### config.mk
export PLATFORM = sky130hd
export DESIGN_NAME = d_sram_like_bridge_flat
export DESIGN_NICKNAME = d
export VERILOG_FILES = /design/src/rtl/d_sram_like_bridge_pkg.sv /design/src/rtl/d_sram_like_bridge_if.sv /design/src/rtl/d_sram_like_bridge_addr_map.sv /design/src/rtl/d_sram_like_bridge.sv /design/src/flat_wrapper.sv
export SDC_FILE = /design/constraint.sdc
export NUM_CORES = 1
export LEC_CHECK = 0
export CAP_MARGIN = 40
export CORE_AREA = 3 3 78 80
export CTS_BUF_LIST = sky130_fd_sc_hd__clkbuf_16
export CTS_CLUSTER_DIAMETER = 80
export DETAILED_ROUTE_END_ITERATION = 8
export DIE_AREA = 0 0 81 83
export DONT_BUFFER_PORTS = 1
export PLACE_DENSITY = 0.53
export SLEW_MARGIN = 0
export SYNTH_ARGS = -nofsm -noshare
export SYNTH_HDL_FRONTEND = slang
export SYNTH_HIERARCHICAL = 1
export SYNTH_SLANG_ARGS = --single-unit
### constraint.sdc
create_clock -name clk -period 1.5 [get_ports clk]
set_input_delay 0.45 -clock clk [delete_from_list [all_inputs] [get_ports clk]]
set_output_delay 0.45 -clock clk [all_outputs]
set_load 0.05 [all_outputs]
### src/rtl/d_sram_like_bridge_pkg.sv
// Shared CPU definitions for the data-side sram-like bridge:
// FSM encoding, bus size codes and KSEG segment tags.
package d_sram_like_bridge_pkg;

    localparam logic [1:0] S_IDLE = 2'd0;
    localparam logic [1:0] S_WAIT = 2'd1;
    localparam logic [1:0] S_DONE = 2'd2;

    localparam logic [1:0] SIZE_B = 2'd0;
    localparam logic [1:0] SIZE_H = 2'd1;
    localparam logic [1:0] SIZE_W = 2'd2;

    localparam logic [2:0] KSEG0 = 3'b100;
    localparam logic [2:0] KSEG1 = 3'b101;

    // Illegal enable patterns fall back to a word access.
    function automatic logic [1:0] wenToSize(input logic [3:0] wen);
        logic [1:0] size;
        case (wen)
            4'b0011, 4'b1100:                   size = SIZE_H;
            4'b0001, 4'b0010, 4'b0100, 4'b1000: size = SIZE_B;
            default:                            size = SIZE_W;
        endcase
        return size;
    endfunction

endpackage

### src/rtl/d_sram_like_bridge_if.sv
// Split-transaction sram-like data bus between bridge and crossbar.
// The bridge is the master; the crossbar is the slave.
interface d_sram_like_bridge_if;

    logic        data_req;
    logic        data_wr;
    logic [1:0]  data_size;
    logic [31:0] data_addr;
    logic [31:0] data_wdata;
    logic        data_addr_ok;
    logic        data_data_ok;
    logic [31:0] data_rdata;

    modport master (
        output data_req, data_wr, data_size,
        output data_addr, data_wdata,
        input  data_addr_ok, data_data_ok, data_rdata
    );

    modport slave (
        input  data_req, data_wr, data_size,
        input  data_addr, data_wdata,
        output data_addr_ok, data_data_ok, data_rdata
    );

endinterface

### src/rtl/d_sram_like_bridge_addr_map.sv
// Combinational KSEG0/KSEG1 to physical translation.
// Shared with the instruction-side bridge.
module d_sram_like_bridge_addr_map
    import d_sram_like_bridge_pkg::*;
#(
    parameter bit MAP_KSEG = 1'b1
) (
    input  logic [31:0] vaddr,
    output logic [31:0] paddr
);

    logic isKseg;

    assign isKseg = (vaddr[31:29] == KSEG0) ||
                    (vaddr[31:29] == KSEG1);

    assign paddr = (MAP_KSEG && isKseg) ?
                   {3'b000, vaddr[28:0]} : vaddr;

endmodule

### src/rtl/d_sram_like_bridge.sv
// Core data SRAM port to sram-like bus bridge: stalls the core
// until data_ok and holds read data while the pipeline is frozen.
module d_sram_like_bridge
    import d_sram_like_bridge_pkg::*;
#(
    parameter bit MAP_KSEG = 1'b1
) (
    input  logic        clk,
    input  logic        rst,
    input  logic        data_sram_en,
    input  logic [3:0]  data_sram_wen,
    input  logic [31:0] data_sram_addr,
    input  logic [31:0] data_sram_wdata,
    input  logic        longest_stall,
    output logic [31:0] data_sram_rdata,
    output logic        d_stall,
    d_sram_like_bridge_if.master bus
);

    logic [1:0]  state;
    logic [1:0]  stateNext;
    logic [31:0] rdataHold;
    logic [31:0] physAddr;

    d_sram_like_bridge_addr_map #(
        .MAP_KSEG (MAP_KSEG)
    ) u_addr_map (
        .vaddr (data_sram_addr),
        .paddr (physAddr)
    );

    always_comb begin
        stateNext = state;
        unique case (1'b1)
            (state == S_IDLE): begin
                if (data_sram_en && bus.data_addr_ok)
                    stateNext = S_WAIT;
            end
            (state == S_WAIT): begin
                // A flushed request still drains its data_ok here.
                if (bus.data_data_ok)
                    stateNext = data_sram_en ? S_DONE : S_IDLE;
            end
            (state == S_DONE): begin
                if (!longest_stall || !data_sram_en)
                    stateNext = S_IDLE;
            end
            default: stateNext = S_IDLE;
        endcase
    end

    always_ff @(posedge clk or negedge rst) begin
        if (!rst) begin
            state     <= S_IDLE;
            rdataHold <= 32'h0;
        end else begin
            state <= stateNext;
            if (state == S_WAIT && bus.data_data_ok)
                rdataHold <= bus.data_rdata;
        end
    end

    // Gating with rst keeps req/stall low while reset is held.
    assign bus.data_req   = rst && data_sram_en &&
                            (state == S_IDLE);
    assign d_stall        = rst && data_sram_en &&
                            (state != S_DONE);
    assign bus.data_wr    = |data_sram_wen;
    assign bus.data_size  = wenToSize(data_sram_wen);
    assign bus.data_addr  = physAddr;
    assign bus.data_wdata = data_sram_wdata;

    assign data_sram_rdata = rdataHold;

endmodule

### src/flat_wrapper.sv
// flat-port wrapper written by rule: the top's interface ports become plain ports
module d_sram_like_bridge_flat import d_sram_like_bridge_pkg::*;
#(
    parameter bit MAP_KSEG = 1'b1
)
  (clk, rst, data_sram_en, data_sram_wen, data_sram_addr, data_sram_wdata, longest_stall, data_sram_rdata, d_stall, bus_data_req, bus_data_wr, bus_data_size, bus_data_addr, bus_data_wdata, bus_data_addr_ok, bus_data_data_ok, bus_data_rdata);
  d_sram_like_bridge_if bus_i ();
  input  logic clk;
  input  logic rst;
  input  logic data_sram_en;
  input  logic [3:0] data_sram_wen;
  input  logic [31:0] data_sram_addr;
  input  logic [31:0] data_sram_wdata;
  input  logic longest_stall;
  output logic [31:0] data_sram_rdata;
  output logic d_stall;
  output wire logic [$bits(bus_i.data_req)-1:0] bus_data_req;
  output wire logic [$bits(bus_i.data_wr)-1:0] bus_data_wr;
  output wire logic [$bits(bus_i.data_size)-1:0] bus_data_size;
  output wire logic [$bits(bus_i.data_addr)-1:0] bus_data_addr;
  output wire logic [$bits(bus_i.data_wdata)-1:0] bus_data_wdata;
  input wire logic [$bits(bus_i.data_addr_ok)-1:0] bus_data_addr_ok;
  input wire logic [$bits(bus_i.data_data_ok)-1:0] bus_data_data_ok;
  input wire logic [$bits(bus_i.data_rdata)-1:0] bus_data_rdata;
  assign bus_data_req = bus_i.data_req;
  assign bus_data_wr = bus_i.data_wr;
  assign bus_data_size = bus_i.data_size;
  assign bus_data_addr = bus_i.data_addr;
  assign bus_data_wdata = bus_i.data_wdata;
  assign bus_i.data_addr_ok = bus_data_addr_ok;
  assign bus_i.data_data_ok = bus_data_data_ok;
  assign bus_i.data_rdata = bus_data_rdata;
  d_sram_like_bridge #(.MAP_KSEG(MAP_KSEG)) u_core (.clk(clk), .rst(rst), .data_sram_en(data_sram_en), .data_sram_wen(data_sram_wen), .data_sram_addr(data_sram_addr), .data_sram_wdata(data_sram_wdata), .longest_stall(longest_stall), .data_sram_rdata(data_sram_rdata), .d_stall(d_stall), .bus(bus_i));
endmodule
==> After elaboration in Yosys (flattened, before gate mapping) <==
Cells that the tools add are included.
{ "totals": {"elab_cells": 37, "ff_bits": 34, "input_bits": 106, "output_inout_bits": 101} }
{ "classes": {"n_eq_ne": 14, "n_reduce_logical": 14, "muxes": 7} }
{ "op_table": {"columns": ["cell", "n"], "rows": [
  ["$mux W32", 1],
  ["$eq A4 B2 Y1 const B", 2],
  ["$eq A4 B4 Y1 const B", 2],
  ["$mux W2", 4],
  ["$ne A2 B2 Y1 const B", 4],
  ["$reduce_or A4 Y1", 2],
  ["$eq A3 B3 Y1 const B", 2],
  ["$pmux W2 S3", 1],
  ["$logic_and A1 B1 Y1", 5],
  ["$eq A4 B1 Y1 const B", 1],
  ["$eq A4 B3 Y1 const B", 1],
  ["$pmux W2 S2", 1],
  ["$reduce_and A3 Y1", 1],
  ["$eq A2 B1 Y1 const B", 1],
  ["$eq A2 B2 Y1 const B", 1],
  ["$logic_not A1 Y1", 2],
  ["$logic_not A2 Y1", 1],
  ["$logic_or A1 B1 Y1", 2],
  ["$reduce_or A2 Y1", 1]
]} }

==> Logic depth before layout (Yosys ltp) <==
{ "logic_depth": {"ltp_word": 4, "mapped_depth": 3, "ltp_nobuf": 2} }

==> Modules after synthesis <==
The synthesis kept the hierarchy.
{ "modules_own_cells": {"columns": ["mod", "instances", "area_each_um2", "cells_per_inst", "seq_area_each_um2"], "rows": [
  ["d_sram_like_bridge", 1, 1704.1, 117, 850.8],
  ["d_sram_like_bridge_addr_map", 1, 244.0, 33, 0.0]
]} }

==> Least setup slack after synthesis <==
No wires, ideal clock.
{ "synth_path": {"kind": "input port to output port", "startpoint": "input port data_sram_en", "endpoint": "output port bus_data_req", "cell_stages": 2, "setup_slack_ns": -0.499, "path_buffers": 0, "t_required_ns": 1.050, "t_arrival_ns": 1.549, "path_cell_list": "nand2_1 nor3_1"} }
{ "synth_via": {"elab_chain_len": 2} }
{ "synth_lines": {"columns": ["element", "line_no", "text"], "rows": [
  ["from (decl)", "flat_wrapper.sv:10", "input logic data_sram_en;"],
  ["$logic_and A1 B1 Y1 (2 in a row)", "d_sram_like_bridge.sv:64", "assign bus.data_req = rst && data_sram_en &&"],
  ["to (decl)", "flat_wrapper.sv:17", "output wire logic [$bits(bus_i.data_req)-1:0] bus_data_req;"]
]} }
Every way passes these cells.

==> Worst setup path in the final report <==
{ "layout_path": {"startpoint": "register u_core.state[1]", "endpoint": "output port d_stall"} }
{ "layout_via": {"elab_chain_len": 2} }
{ "layout_lines": {"columns": ["element", "line_no", "text"], "rows": [
  ["from (decl)", "d_sram_like_bridge.sv:20", "logic [1:0] state;"],
  ["from (signal assigned)", "d_sram_like_bridge.sv:57", "state <= stateNext;"],
  ["$ne A2 B2 Y1", "d_sram_like_bridge.sv:67", "(state != S_DONE);"],
  ["$logic_and A1 B1 Y1", "d_sram_like_bridge.sv:66", "assign d_stall = rst && data_sram_en &&"],
  ["to (decl)", "flat_wrapper.sv:16", "output logic d_stall;"]
]} }
Every way passes these cells.

==> results.cfg <==
[run_status]
status = finished with violations
violations = negative setup slack

[cts]
cts_buffers = 5
clock-sinks = 34
htreeDepth = 2
clockBufferDepth = 2
cts_tree = done
insertion_delay_ns = 0.27
cts-root-buf = clkbuf_16
clk_pin_slew_ns = 0.05

[synthesis]
synthAdderAreaFrac_pct = 0
yosysSeqAreaShare_pct = 43.7
yosys_warnings = 6
synth.distinct_cells = 20
yosys.area_share.simple_pct = 4.05
syn_area_per_cell_sq_um = 13.0
yosys.area.top_type = dfrtp_1
synth_nets = 256
synth.mux.area_fraction_pct = 24.1
synth_top_area_share_pct = 43.7
synthTopCellsByArea = dfrtp_1 (44%), buf_4 (24%), mux2_4 (22%), buf_6 (1.7%), mux2_2 (1.7%)
syn_area_sq_um = 1950
synthXorXnorAreaFrac_pct = 0.450
syn_inst = 150
synth-seq-cells = 34
synth_compound_area_share_pct = 1.93
synth_top_family_by_area = buffers and inverters

[sta]
final-max-slew-violation-count = 0
skew_ns = 0.00308
fin_ws_ns = -0.00903
fmax_mhz = 663
setup_violations = 1
hold_viol_final = 0
setup-tns-final_ns = -0.00903
period_minus_slack_ns = 1.51
rsz0062_at_grt = yes
relSlewSlack_pct = 64.8
min_period_over_period_pct = 101
max_slew.worst_pin.slew_ns = 0.528

[worst_setup_path]
cp_slowest_cell = dfrtp_1
critPathCaptureType = primary output
r2r-end = u_core/data_sram_rdata[7]
worstSetupStartpointType = register
r2r-start = u_core/state[1]
crit_path_max_incr_delay_ns = 0.42
cp.arrival_ns = 1.06
r2r_cells = 4
cp_max_fo = 4
cp.buffers_inverters = 1
required_ns = 1.05
crit_type = reg -> out
critical_path.cell_chain = a21oi_2, buf_12
path_delay_family = flip-flops
r2r_setup_slack_ns = 0.08

[final_layout]
area_growth_pct = -1.86
final_common_cell = dfrtp_1
nets = 208
antenna_cells = 0
final_area_sq_um = 1910
final_layout_size_suffix_gt1_share_pct = 57.3
layout_common_cells = dfrtp_1 (33), mux2_4 (29), buf_12 (6)
fillerInstances = 546

[placed_design]
pre_cts_ws_ns = -0.0148
place_congestion = 0.631
placed_area_sq_um = 1670
io_buffers = 0
place_hpwl_microns = 3050

[global_routing]
grt_pass1_vias = 972
gr-total-overflow = 0
grt_pass1_wl_microns = 5910
grt_use_total_pct = 11.9
antenna_found_initial = 0
grt_max_degree = 35

[route]
viasPerCell = 4.89
routed_wirelength_microns = 4020
ant_nets = 0
remaining_drc_errors = 0
drt_iter0_markers = 11
drt_pass1_iterations = 4
wl_per_cell_microns = 23.0
vias = 855

[job]
max-cap-violations = 0

[floorplanning]
fp.dieW_microns = 81
core_sq_um = 5470
rows = 27
start_util_pct = 35.6
dieHeight_microns = 83
ios = 207
die_area_sq_um = 6720

[power_and_ir_drop]
p_leak_uw = 0.000917
worst_ir_drop_vdd_mv = 0.750
total_power_uw = 4530
powerDensity_nw_per_um2 = 2370

[hold_path]
hold_path_class = in -> async
-- routing by layer --
layer | share of wire [%] | global-route usage, %
met1 | 28 | 9.64
met2 | 48 | 18.2
met3 | 17 | 9.00
met4 | 6.6 | 10.3
met5 | 0 | 0
-- what timing repair did --
action / CTS / global route
setup endpoints to repair: 3 / 3
pin swaps: 2 / 1
hold buffers: 1 / 0
buffers inserted: 2 / 0
resized for setup: 3 / 1
hold endpoints to repair: 34 / 0
-- metrics by stage --
step	utilization [%]	instances	hold WS (ns)
finish	34.9	175	0.00636
global route	34.9	175	0.0103
CTS	34.8	175	0.00496
detailed placement	30.6	164	0.155
global placement	30.6	164	0.155
floorplan	-	150	0.154
-- cells in the mapped netlist --
master    count
nand2_1       2
mux2_4       29
nand2b_1      1
buf_6         3
clkbuf_1      1
mux2_2        3
nor3_1        1
nor4bb_1      1
and2_2        1
a21boi_0      1
a21boi_2      1
inv_1         2
nor2_1        2
a31o_2        1
a21oi_1       2
buf_4        61
nand3b_4      1
nand3b_1      2
xnor2_1       1
dfrtp_1      34
-- sequential cells by signal (all words and copies together), names as in the netlist --
| register | count |
|---|---|
| u_core/data_sram_rdata | 32 |
| u_core/state | 2 |
-- worst max path at each step --
| stage | from | to | slack [ns] | depth (start not counted) |
|---|---|---|---|---|
| 6_report | u_core/state[1] | d_stall | -0.009 | 2 |
| 3_5_place_dp | data_sram_wen[2] | bus_data_size[0] | -0.01 | 3 |
| 3_3_place_gp | data_sram_wen[2] | bus_data_size[0] | 0.03 | 3 |
| 5_1_grt | u_core/state[1] | d_stall | -0.07 | 2 |
| 4_1_cts | u_core/state[1] | bus_data_req | -0.02 | 2 |
| 2_1_floorplan | data_sram_en | bus_data_req | -0.09 | 2 |
-- cells by family after synthesis --
logic type	Yosys count
mux	32
buf+inv	67
simple gates	11
xor+xnor	1
compound gates	5
flops	34
-- area by class of cell --
cell class	count	area, sq um	area share (%)
Sequential cell	34	852	44.6
Clock buffer	5	125	6.54
Inverter	2	7.51	0.393
Tap cell	72	90.1	4.71
Timing Repair Buffer	10	154	8.05
Multi-Input combinational cell	49	619	32.4
Clock inverter	3	63.8	3.34
-- power breakdown --
group / total (uW) / switching [uW] / internal [uW]
clock network: 1300 / 360 / 945
registers: 2550 / 1350 / 1210
logic: 673 / 201 / 472
-- worst register-to-register path: cells and delay by family, from the launching register on --
kind          cells  cell delay, ns
mux               1            0.38
buf+inv           2            0.39
simple gates      1            0.12
flops             1            0.41
Power figures use the tool's default switching activity.
